$ cat src/rtl/pipeline_hazard_ctrl.sv
// rtl/pipeline_hazard_ctrl.sv - hazard, stall/flush and forwarding control for a 5-stage pipeline
//
// Keeps a shadow of register-use info for the instructions in EX, MEM and WB and
// derives the pipeline-register enables, the ID/EX bubble, the IF/ID flush and
// the EX operand forwarding selects from it.
//
// Ports:
//   clk, rst                     core clock, synchronous active-high reset
//   ID_valid                     ID stage holds a real instruction
//   ID_rs1_addr/ID_rs2_addr      ID source registers, ID_rs1_used/ID_rs2_used read flags
//   ID_rd_addr, ID_RegWrite      ID destination and write flag
//   ID_MemRead                   ID instruction is a load
//   EX_redirect                  branch/jump resolved taken in EX this cycle
//   PC_EN_IF, en_IFID            PC and IF/ID register enables
//   flush_IFID, NOP_IDEX         IF/ID clear and ID/EX bubble for the next edge
//   fwd_A_sel, fwd_B_sel         EX operand source: 00 regfile, 01 MEM result, 10 WB data
//   stall_cnt, flush_cnt         saturating stall / redirect-flush cycle counters
module pipeline_hazard_ctrl #(
  parameter int FWD_EN = 1,
  parameter int CNT_W  = 16
) (
  input  logic             clk,
  input  logic             rst,
  input  logic             ID_valid,
  input  logic [4:0]       ID_rs1_addr,
  input  logic [4:0]       ID_rs2_addr,
  input  logic             ID_rs1_used,
  input  logic             ID_rs2_used,
  input  logic [4:0]       ID_rd_addr,
  input  logic             ID_RegWrite,
  input  logic             ID_MemRead,
  input  logic             EX_redirect,
  output logic             PC_EN_IF,
  output logic             en_IFID,
  output logic             flush_IFID,
  output logic             NOP_IDEX,
  output logic [1:0]       fwd_A_sel,
  output logic [1:0]       fwd_B_sel,
  output logic [CNT_W-1:0] stall_cnt,
  output logic [CNT_W-1:0] flush_cnt
);

  // w is the effective write (valid & RegWrite & rd!=x0), folded in when the
  // instruction enters EX so later stages never need v/wr/rd==0 separately.
  typedef struct packed {
    logic       w;
    logic [4:0] rd;
    logic       ld;
  } dst_t;

  typedef struct packed {
    dst_t       dst;
    logic [4:0] rs1;
    logic [4:0] rs2;
    logic       u1;
    logic       u2;
  } ex_t;

  typedef struct packed {
    logic       w;
    logic [4:0] rd;
  } wb_t;

  ex_t              ex_q, ex_d;
  dst_t             mem_q;
  wb_t              wb_q;
  logic [CNT_W-1:0] stall_cnt_q, stall_cnt_d;
  logic [CNT_W-1:0] flush_cnt_q, flush_cnt_d;

  logic id_hit_ex;
  logic id_hit_mem;
  logic stall;

  // MEM wins over WB; a matching MEM load blocks the WB fallback and yields 00,
  // since its data is not available yet.
  function automatic logic [1:0] fwd_sel(input logic [4:0] rs, input logic u,
                                         input dst_t mem, input wb_t wb);
    if (u && mem.w && (mem.rd == rs)) begin
      fwd_sel = mem.ld ? 2'b00 : 2'b01;
    end else if (u && wb.w && (wb.rd == rs)) begin
      fwd_sel = 2'b10;
    end else begin
      fwd_sel = 2'b00;
    end
  endfunction

  assign id_hit_ex  = ex_q.dst.w &
                      ((ID_rs1_used & (ex_q.dst.rd == ID_rs1_addr)) |
                       (ID_rs2_used & (ex_q.dst.rd == ID_rs2_addr)));
  assign id_hit_mem = mem_q.w &
                      ((ID_rs1_used & (mem_q.rd == ID_rs1_addr)) |
                       (ID_rs2_used & (mem_q.rd == ID_rs2_addr)));

  // WB is never a stall source: the regfile writes before it reads in a cycle.
  always_comb begin
    if (FWD_EN != 0) begin
      stall = ID_valid & id_hit_ex & ex_q.dst.ld;
    end else begin
      stall = ID_valid & (id_hit_ex | id_hit_mem);
    end
  end

  // Redirect outranks stall: the stalled ID instruction is wrong-path anyway.
  always_comb begin
    PC_EN_IF   = 1'b1;
    en_IFID    = 1'b1;
    flush_IFID = 1'b0;
    NOP_IDEX   = 1'b0;
    fwd_A_sel  = 2'b00;
    fwd_B_sel  = 2'b00;
    if (!rst) begin
      if (EX_redirect) begin
        flush_IFID = 1'b1;
        NOP_IDEX   = 1'b1;
      end else if (stall) begin
        PC_EN_IF = 1'b0;
        en_IFID  = 1'b0;
        NOP_IDEX = 1'b1;
      end
      if (FWD_EN != 0) begin
        fwd_A_sel = fwd_sel(ex_q.rs1, ex_q.u1, mem_q, wb_q);
        fwd_B_sel = fwd_sel(ex_q.rs2, ex_q.u2, mem_q, wb_q);
      end
    end
  end

  always_comb begin
    ex_d = '0;
    if (ID_valid && !NOP_IDEX) begin
      ex_d.dst.w  = ID_RegWrite & (ID_rd_addr != 5'd0);
      ex_d.dst.rd = ID_rd_addr;
      ex_d.dst.ld = ID_MemRead;
      ex_d.rs1    = ID_rs1_addr;
      ex_d.rs2    = ID_rs2_addr;
      ex_d.u1     = ID_rs1_used;
      ex_d.u2     = ID_rs2_used;
    end

    stall_cnt_d = stall_cnt_q;
    if (stall && !EX_redirect && !(&stall_cnt_q)) begin
      stall_cnt_d = stall_cnt_q + CNT_W'(1);
    end
    flush_cnt_d = flush_cnt_q;
    if (EX_redirect && !(&flush_cnt_q)) begin
      flush_cnt_d = flush_cnt_q + CNT_W'(1);
    end
  end

  always_ff @(posedge clk) begin
    if (rst) begin
      ex_q        <= '0;
      mem_q       <= '0;
      wb_q        <= '0;
      stall_cnt_q <= '0;
      flush_cnt_q <= '0;
    end else begin
      ex_q        <= ex_d;
      mem_q       <= ex_q.dst;
      wb_q.w      <= mem_q.w;
      wb_q.rd     <= mem_q.rd;
      stall_cnt_q <= stall_cnt_d;
      flush_cnt_q <= flush_cnt_d;
    end
  end

  assign stall_cnt = stall_cnt_q;
  assign flush_cnt = flush_cnt_q;

endmodule

$ cat config.mk
export PLATFORM = sky130hd
export DESIGN_NAME = pipeline_hazard_ctrl
export DESIGN_NICKNAME = d
export VERILOG_FILES = /design/src/rtl/pipeline_hazard_ctrl.sv
export SDC_FILE = /design/constraint.sdc
export NUM_CORES = 1
export LEC_CHECK = 0
export CORE_AREA = 2 2 66 93
export DETAILED_ROUTE_END_ITERATION = 16
export DIE_AREA = 0 0 68 95
export PLACE_DENSITY = 0.91
export SYNTH_ARGS = -nofsm -noshare
export SYNTH_HDL_FRONTEND = slang
export SYNTH_SLANG_ARGS = --single-unit
export TNS_END_PERCENT = 5
$ cat constraint.sdc
create_clock -name clk -period 4.93 [get_ports clk]
set_input_delay 1.2325 -clock clk [delete_from_list [all_inputs] [get_ports clk]]
set_output_delay 1.2325 -clock clk [all_outputs]
set_load 0.005 [all_outputs]
==> results.rst, run 1 <==
.. list-table::
   :header-rows: 1

   * - Metric
     - Value
   * - Setup slack after layout
     - 0.535 ns
   * - Cells resized by post-CTS repair
     - 0
   * - Placer's final routability congestion estimate
     - 0.916
   * - Register area share after synthesis
     - 43.5%
   * - Skew final
     - 0.00672 ns
   * - Routed Antenna Nets
     - 0
   * - Crit path arrival time
     - 3.16 ns
   * - Post-CTS Setup Bufs
     - 0
   * - Total clock buffers created by CTS
     - 9
   * - Fin nets
     - 410
   * - Biggest area consumer among synthesized cells
     - dfxtp_1
   * - Starting DRT DRC Count
     - 92
   * - Top cells by area, synth
     - dfxtp_1, xnor2_1, nor2b_1
   * - Max-slew violations
     - 0
   * - Result of the run
     - finished, final reports clean
   * - Largest net degree at the start of global routing
     - 39
   * - Kind of cell adding the most delay to the critical path
     - buffers and inverters
   * - Synthesized area per cell
     - 9.12 um^2
   * - Post-cts hold buffer count
     - 0
   * - Crit end category
     - primary output
   * - Sum of internal, switching and leakage power
     - 1.05 mW
   * - Power density over cell area
     - 276 nW/um^2
   * - Async set-reset flop share out of synthesis
     - 0%
   * - Average wire per standard cell
     - 14.5 um
   * - Remaining design rule violation count
     - 0
   * - Transition time at the pin with the least slew margin
     - 0.952 ns
   * - Buf+Inv Stages, Crit Path
     - 2
   * - Initial antenna violation count
     - 0
   * - Placed standard-cell area
     - 3600 um^2
   * - Clk slew on worst S/H paths
     - 0.07 ns
   * - Number of endpoints with negative hold slack in the final report
     - 0
   * - Minimum clock period
     - 4.39 ns
   * - Number of core rows
     - 33
   * - Ys flop type
     - dfxtp_1
   * - Number of clock sinks
     - 64
   * - Root buf cell
     - clkbuf_8
   * - Crit Path Max Fanout
     - 2
   * - Drt via density
     - 5.67
   * - Maxcap violations
     - 0
   * - Core Footprint
     - 5700 um^2
   * - Effective utilization at floorplan
     - 51.7%
   * - Placed wire-length estimate
     - 4770 um
   * - Setup Total Neg Slack
     - 0 ns
   * - Worst path cell trace
     - clkdlybuf4s50_1, xnor2_1, nand4_1, o22ai_1, nand3_1, o22ai_1, clkdlybuf4s50_1
   * - Unique cell type count in the Yosys netlist
     - 46
   * - Total wirelength of the detailed-routed design
     - 6660 um
   * - Slew HR
     - 36.5%
   * - Post-synth top area share
     - 43.5%
   * - Overall routing resource usage
     - 22.6%
   * - Net Count, Synth
     - 348
   * - DIE WIDTH
     - 68 um
   * - RSZ-0062 raised after global routing
     - no
   * - Post-route design area
     - 3810 um^2
   * - Diode count
     - 0
   * - Final global-route overflow total
     - 0
   * - Top-level I/O count
     - 63
   * - Fraction of layout cells with a size suffix above 1
     - 7.44%
   * - Highest ir drop seen on vdd
     - 0.000202 V
   * - Number of buffer cells added on primary ports
     - 62
   * - Via count of the first global-routing pass
     - 2,516
   * - EDFF count, synth
     - 0
   * - Total setup violations reported at the end of the flow
     - 0
   * - Count of state elements after synthesis
     - 64
   * - CTS H-tree depth
     - 3
   * - Critical path type
     - primary input to primary output
   * - DIE HEIGHT
     - 95 um
   * - CP max stage cell
     - clkdlybuf4s50_1
   * - Wire length of the first global-routing pass
     - 11,000 um
   * - Floorplan die area
     - 6460 um^2
   * - Layout-stage area growth over the synthesis result
     - 29.2%
   * - Yosys warning total
     - 0
   * - Maximum clock frequency
     - 228 MHz
   * - Path type of the worst min-delay path
     - flip-flop to flip-flop
   * - CTS tree
     - yes
   * - Synth Instances
     - 323
   * - Data required time of the worst path
     - 3.70 ns
   * - Synth Cell Area
     - 2950 um^2
   * - Worst setup slack before clock tree synthesis
     - 0.604 ns
   * - Min Hold Slack
     - 0.496 ns
   * - Sort of element at the start of the critical path
     - primary input
   * - Number of detailed-route iterations in the first pass
     - 4
   * - Peak per-stage delay on the critical path
     - 0.52 ns
   * - Fin crit share
     - 89.1%
   * - Leakage power
     - 1.31 nW
   * - Clock Path Buffers
     - 2
   * - Total via count in the routed design
     - 2,607
   * - Clock latency reported for the late side of the worst-skew pair
     - 0.34 ns
## cell type report
type / count / area [um^2]
Timing Repair Buffer: 63 / 623
Inverter: 8 / 30.0
Tap cell: 70 / 87.6
Multi-Input combinational cell: 239 / 1580
Clock buffer: 11 / 151
Clock inverter: 5 / 55.1
Sequential cell: 64 / 1280
Fill cell: 455 / 1890
## power by group
group / leakage (nW) / internal, mW / switching [mW]
registers: 0.518 / 0.524 / 0.00708
logic: 0.692 / 0.0362 / 0.0306
clock network: 0.101 / 0.259 / 0.195
## registers in the layout (all words and copies together) (netlist names)
register,cells
ex_q,19
flush_cnt,16
stall_cnt,16
mem_q,7
wb_q,6
## layer usage
layer | GRT usage, % | vias to the layer above | wire (um)
li1 | - | 1280 | -
met1 | 24.4 | 1232 | 2680
met2 | 39.9 | 81 | 3510
met3 | 4.41 | 14 | 285
met4 | 12.8 | 0 | 187
met5 | 0 | - | 0
## final timing paths
check	slack [ns]	to	cells after the start	start
setup / recovery	0.54	NOP_IDEX	7	ID_rs2_addr[0]
setup reg to reg	2.72	stall_cnt[15]	6	stall_cnt[0]
hold / removal	0.50	wb_q[4]	2	mem_q[5]
hold reg to reg	0.50	wb_q[4]	2	mem_q[5]
## tightest hold or removal path: cells and delay by family (launching register included)
kind	cells	cell delay [ns]
buffers and inverters	1	0.09
flip-flops	1	0.32
AND/OR/NAND/NOR	1	0.05
## cell families (layout without fill, tap and decap cells)
logic type	count (synthesis)	in the layout	share of synthesized area, %
buf+inv	20	87	2.97
mux	8	8	3.02
simple gates	150	150	29.4
flops	64	64	43.5
compound gates	46	46	10.4
fa+ha+maj	2	2	0.849
xor+xnor	33	33	9.81
## per-stage QoR
stage / util, % / cells
after floorplan: - / 323
after global placement: 63.2 / 444
after detailed placement: 63.2 / 444
after CTS: 66.8 / 460
after global routing: 66.8 / 460
final: 66.8 / 460
## cell usage after synthesis, drive strengths merged (2+ instances only)
cell    number
dfxtp       64
or4          7
o21bai       2
nand2b       5
and4         6
nand2       16
nor3b        4
a21oi       15
a311oi       2
buf          5
xnor2       21
xor2        12
o21ai        9
nor2b       20
ha           2
inv          8
nor4         6
nand3       13
o22ai        3
mux2         7
and3         2
clkbuf       7
and2        18
or3          9
nand4       13
nor2        21
o31ai        8
nor3         5
## cells in the final DEF (no fill, tap or decap), types with 6 or more instances in the layout
| cell type | instances |
|---|---|
| and2_1 | 18 |
| nor2_1 | 21 |
| nand4_1 | 13 |
| inv_1 | 8 |
| nand3_1 | 13 |
| or4_1 | 7 |
| xnor2_1 | 21 |
| or3_1 | 9 |
| o21ai_0 | 9 |
| nor4_1 | 6 |
| nor2b_1 | 20 |
| o31ai_1 | 7 |
| mux2_2 | 7 |
| clkbuf_8 | 11 |
| and4_1 | 6 |
| clkdlybuf4s50_1 | 61 |
| xor2_1 | 12 |
| dfxtp_1 | 64 |
| a21oi_1 | 15 |
| nand2_1 | 16 |
(Power assumes the default switching activity.)
==> run 2: changes to the inputs <==
--- a/config.mk
+++ b/config.mk
@@ -5,10 +5,13 @@
 export SDC_FILE = /design/constraint.sdc
 export NUM_CORES = 1
 export LEC_CHECK = 0
-export CORE_AREA = 2 2 66 93
+export CELL_PAD_IN_SITES_DETAIL_PLACEMENT = 0
+export CELL_PAD_IN_SITES_GLOBAL_PLACEMENT = 2
+export CORE_AREA = 2 2 83 117
 export DETAILED_ROUTE_END_ITERATION = 16
-export DIE_AREA = 0 0 68 95
-export PLACE_DENSITY = 0.91
+export DIE_AREA = 0 0 85 119
+export PLACE_DENSITY = 0.93
+export SKIP_LAST_GASP = 1
 export SYNTH_ARGS = -nofsm -noshare
 export SYNTH_HDL_FRONTEND = slang
 export SYNTH_SLANG_ARGS = --single-unit
==> results.rst, run 2 (same netlist as run 1, synthesis figures left out) <==
.. list-table::
   :header-rows: 1

   * - Metric
     - Value
   * - Result of the run
     - finished, final reports clean
   * - Diode count
     - 0 (unchanged)
   * - Post-cts hold buffer count
     - 0 (unchanged)
   * - Maxcap violations
     - 0 (unchanged)
   * - Peak per-stage delay on the critical path
     - 0.53 ns (about the same)
   * - Crit path arrival time
     - 3.19 ns (+0.03 ns)
   * - CTS tree
     - yes
   * - Effective utilization at floorplan
     - 32.0% (-20 points)
   * - CTS H-tree depth
     - 3 (unchanged)
   * - Largest net degree at the start of global routing
     - 34 (-13%)
   * - Crit Path Max Fanout
     - 2 (unchanged)
   * - Max-slew violations
     - 0 (unchanged)
   * - Cells resized by post-CTS repair
     - 0 (unchanged)
   * - Layout-stage area growth over the synthesis result
     - 34.8%
   * - Minimum clock period
     - 4.42 ns (+0.0260 ns)
   * - Cell Count, Final, Fillers Out
     - 500 (+8.7%)
   * - Leakage power
     - 1.36 nW (+3.8%)
   * - Drt via density
     - 5.09 (-10%)
   * - Number of flip-flops under the largest register name
     - 19 (unchanged)
   * - Path type of the worst min-delay path
     - flip-flop to flip-flop
   * - Post-CTS Setup Bufs
     - 0 (unchanged)
   * - Total setup violations reported at the end of the flow
     - 0 (unchanged)
   * - Register with the most flip-flops
     - ex_q
   * - Routed Antenna Nets
     - 0 (unchanged)
   * - Data required time of the worst path
     - 3.70 ns (about the same)
   * - Highest ir drop seen on vdd
     - 0.000209 V (+3.4%)
   * - Clock Path Buffers
     - 2 (unchanged)
   * - Commonest cells after routing, fill and taps aside
     - dfxtp_1, clkdlybuf4s50_1, xnor2_1, nor2_1, nor2b_1
   * - Remaining design rule violation count
     - 0 (unchanged)
   * - Setup slack after layout
     - 0.510 ns (-0.0260 ns)
   * - Number of detailed-route iterations in the first pass
     - 4 (unchanged)
   * - Floorplan die area
     - 10,100 um^2 (+57%)
   * - Sort of element at the start of the critical path
     - primary input
   * - Starting DRT DRC Count
     - 101 (+9.8%)
   * - Sum of internal, switching and leakage power
     - 1.28 mW (+22%)
   * - Final global-route overflow total
     - 0 (unchanged)
   * - Footprint of the multi-input gates
     - 1580 um^2 (unchanged)
   * - Number of buffer cells added on primary ports
     - 62 (unchanged)
   * - Placed wire-length estimate
     - 4890 um (+2.7%)
   * - Area of all sequential standard cells
     - 1280 um^2 (unchanged)
   * - Maximum clock frequency
     - 226 MHz (-0.59%)
   * - Clk slew on worst S/H paths
     - 0.05 ns (-0.02 ns)
   * - Average wire per standard cell
     - 13.8 um (-4.5%)
   * - Placer's final routability congestion estimate
     - 0.849 (-7.3%)
   * - RSZ-0062 raised after global routing
     - no
   * - Fin crit share
     - 89.7% (+0.53 points)
   * - Fin nets
     - 410 (unchanged)
   * - Overall routing resource usage
     - 14.2% (-8.4 points)
   * - Critical path type
     - primary input to primary output
   * - DIE HEIGHT
     - 119 um (+25%)
   * - Most common cell after layout, fill and taps aside
     - dfxtp_1
   * - Number of endpoints with negative hold slack in the final report
     - 0 (unchanged)
   * - Transition time at the pin with the least slew margin
     - 1.03 ns (+0.0745 ns)
   * - Total clock buffers created by CTS
     - 9 (unchanged)
   * - Via count of the first global-routing pass
     - 2,517 (+0.040%)
   * - Core Footprint
     - 9200 um^2 (+61%)
   * - Setup Total Neg Slack
     - 0 ns (unchanged)
   * - Post-route design area
     - 3970 um^2 (+4.4%)
   * - Total via count in the routed design
     - 2,544 (-2.4%)
   * - Initial antenna violation count
     - 0 (unchanged)
   * - Skew final
     - 0.00461 ns (-0.00211 ns)
   * - Min Hold Slack
     - 0.478 ns (-0.0179 ns)
   * - Number of core rows
     - 42 (+27%)
   * - DIE WIDTH
     - 85 um (+25%)
   * - Power density over cell area
     - 322 nW/um^2 (+17%)
   * - Filler Cell Count
     - 906 (+99%)
   * - Number of clock sinks
     - 64 (unchanged)
   * - Slew HR
     - 31.6% (-5.0 points)
   * - CP max stage cell
     - clkdlybuf4s50_1
   * - Fraction of layout cells with a size suffix above 1
     - 7.18% (-0.26 points)
   * - Number of cells after detailed placement
     - 484 (+9.0%)
   * - Wire length of the first global-routing pass
     - 11,400 um (+3.6%)
   * - Top-level I/O count
     - 63 (unchanged)
   * - Worst setup slack before clock tree synthesis
     - 0.536 ns (-0.0682 ns)
   * - Root buf cell
     - clkbuf_16
   * - Placed standard-cell area
     - 3650 um^2 (+1.4%)
   * - Utilization of the core after routing
     - 43.2% (-24 points)
   * - Clock latency reported for the late side of the worst-skew pair
     - 0.33 ns (about the same)
   * - Crit end category
     - primary output
   * - Total wirelength of the detailed-routed design
     - 6910 um (+3.8%)
   * - Worst path cell trace
     - clkdlybuf4s50_1, xnor2_1, nand4_1, o22ai_1, nand3_1, o22ai_1, clkdlybuf4s50_1
run 2: cell count changes in the layout (fill, tap and decap cells not counted):
cell | previous run | this run
clkbuf_1 | 0 | 1
clkinv_2 | 2 | 1
clkbuf_16 | 0 | 9
bufinv_16 | 1 | 2
clkbuf_8 | 11 | 1
run 2: path summary, 6_finish.rpt:
kind                            slack (ns)             to  depth (start not counted)      startpoint
worst max-delay path                  0.51       NOP_IDEX                          7  ID_rs2_addr[0]
worst min-delay path                  0.48        wb_q[1]                          2        mem_q[2]
worst max register to register        2.69  stall_cnt[15]                          6    stall_cnt[0]
worst min register to register        0.48        wb_q[1]                          2        mem_q[2]
run 2: final cells by class:
class / count / share of cell area (%)
Timing Repair Buffer: 63 / 15.7
Multi-Input combinational cell: 239 / 39.7
Tap cell: 110 / 3.46
Inverter: 8 / 0.756
Clock buffer: 11 / 6.11
Sequential cell: 64 / 32.3
Clock inverter: 5 / 2.02
run 2: where the power goes:
group / total, mW / switching (mW) / internal (mW)
Sequential: 0.532 / 0.00683 / 0.525
Clock: 0.681 / 0.226 / 0.455
Combinational: 0.0670 / 0.0307 / 0.0362
Total: 1.28 / 0.263 / 1.02
run 2: worst max-delay path, delay by kind of cell:
family                 cells  cell delay [ns]
XOR/XNOR                   1             0.27
AO/OA/AOI/OAI              2             0.44
buffers and inverters      2             0.98
AND/OR/NAND/NOR            2             0.28
run 2: per-layer routing:
metal / part of all wire, % / vias up / global-route usage (%) / wire (um)
met4: 2.2 / 0 / 8.43 / 151
met2: 52 / 57 / 24.2 / 3600
li1: - / 1285 / - / -
met5: 0 / - / 0 / 0
met3: 4.2 / 13 / 4.02 / 287
met1: 41 / 1189 / 15.4 / 2870
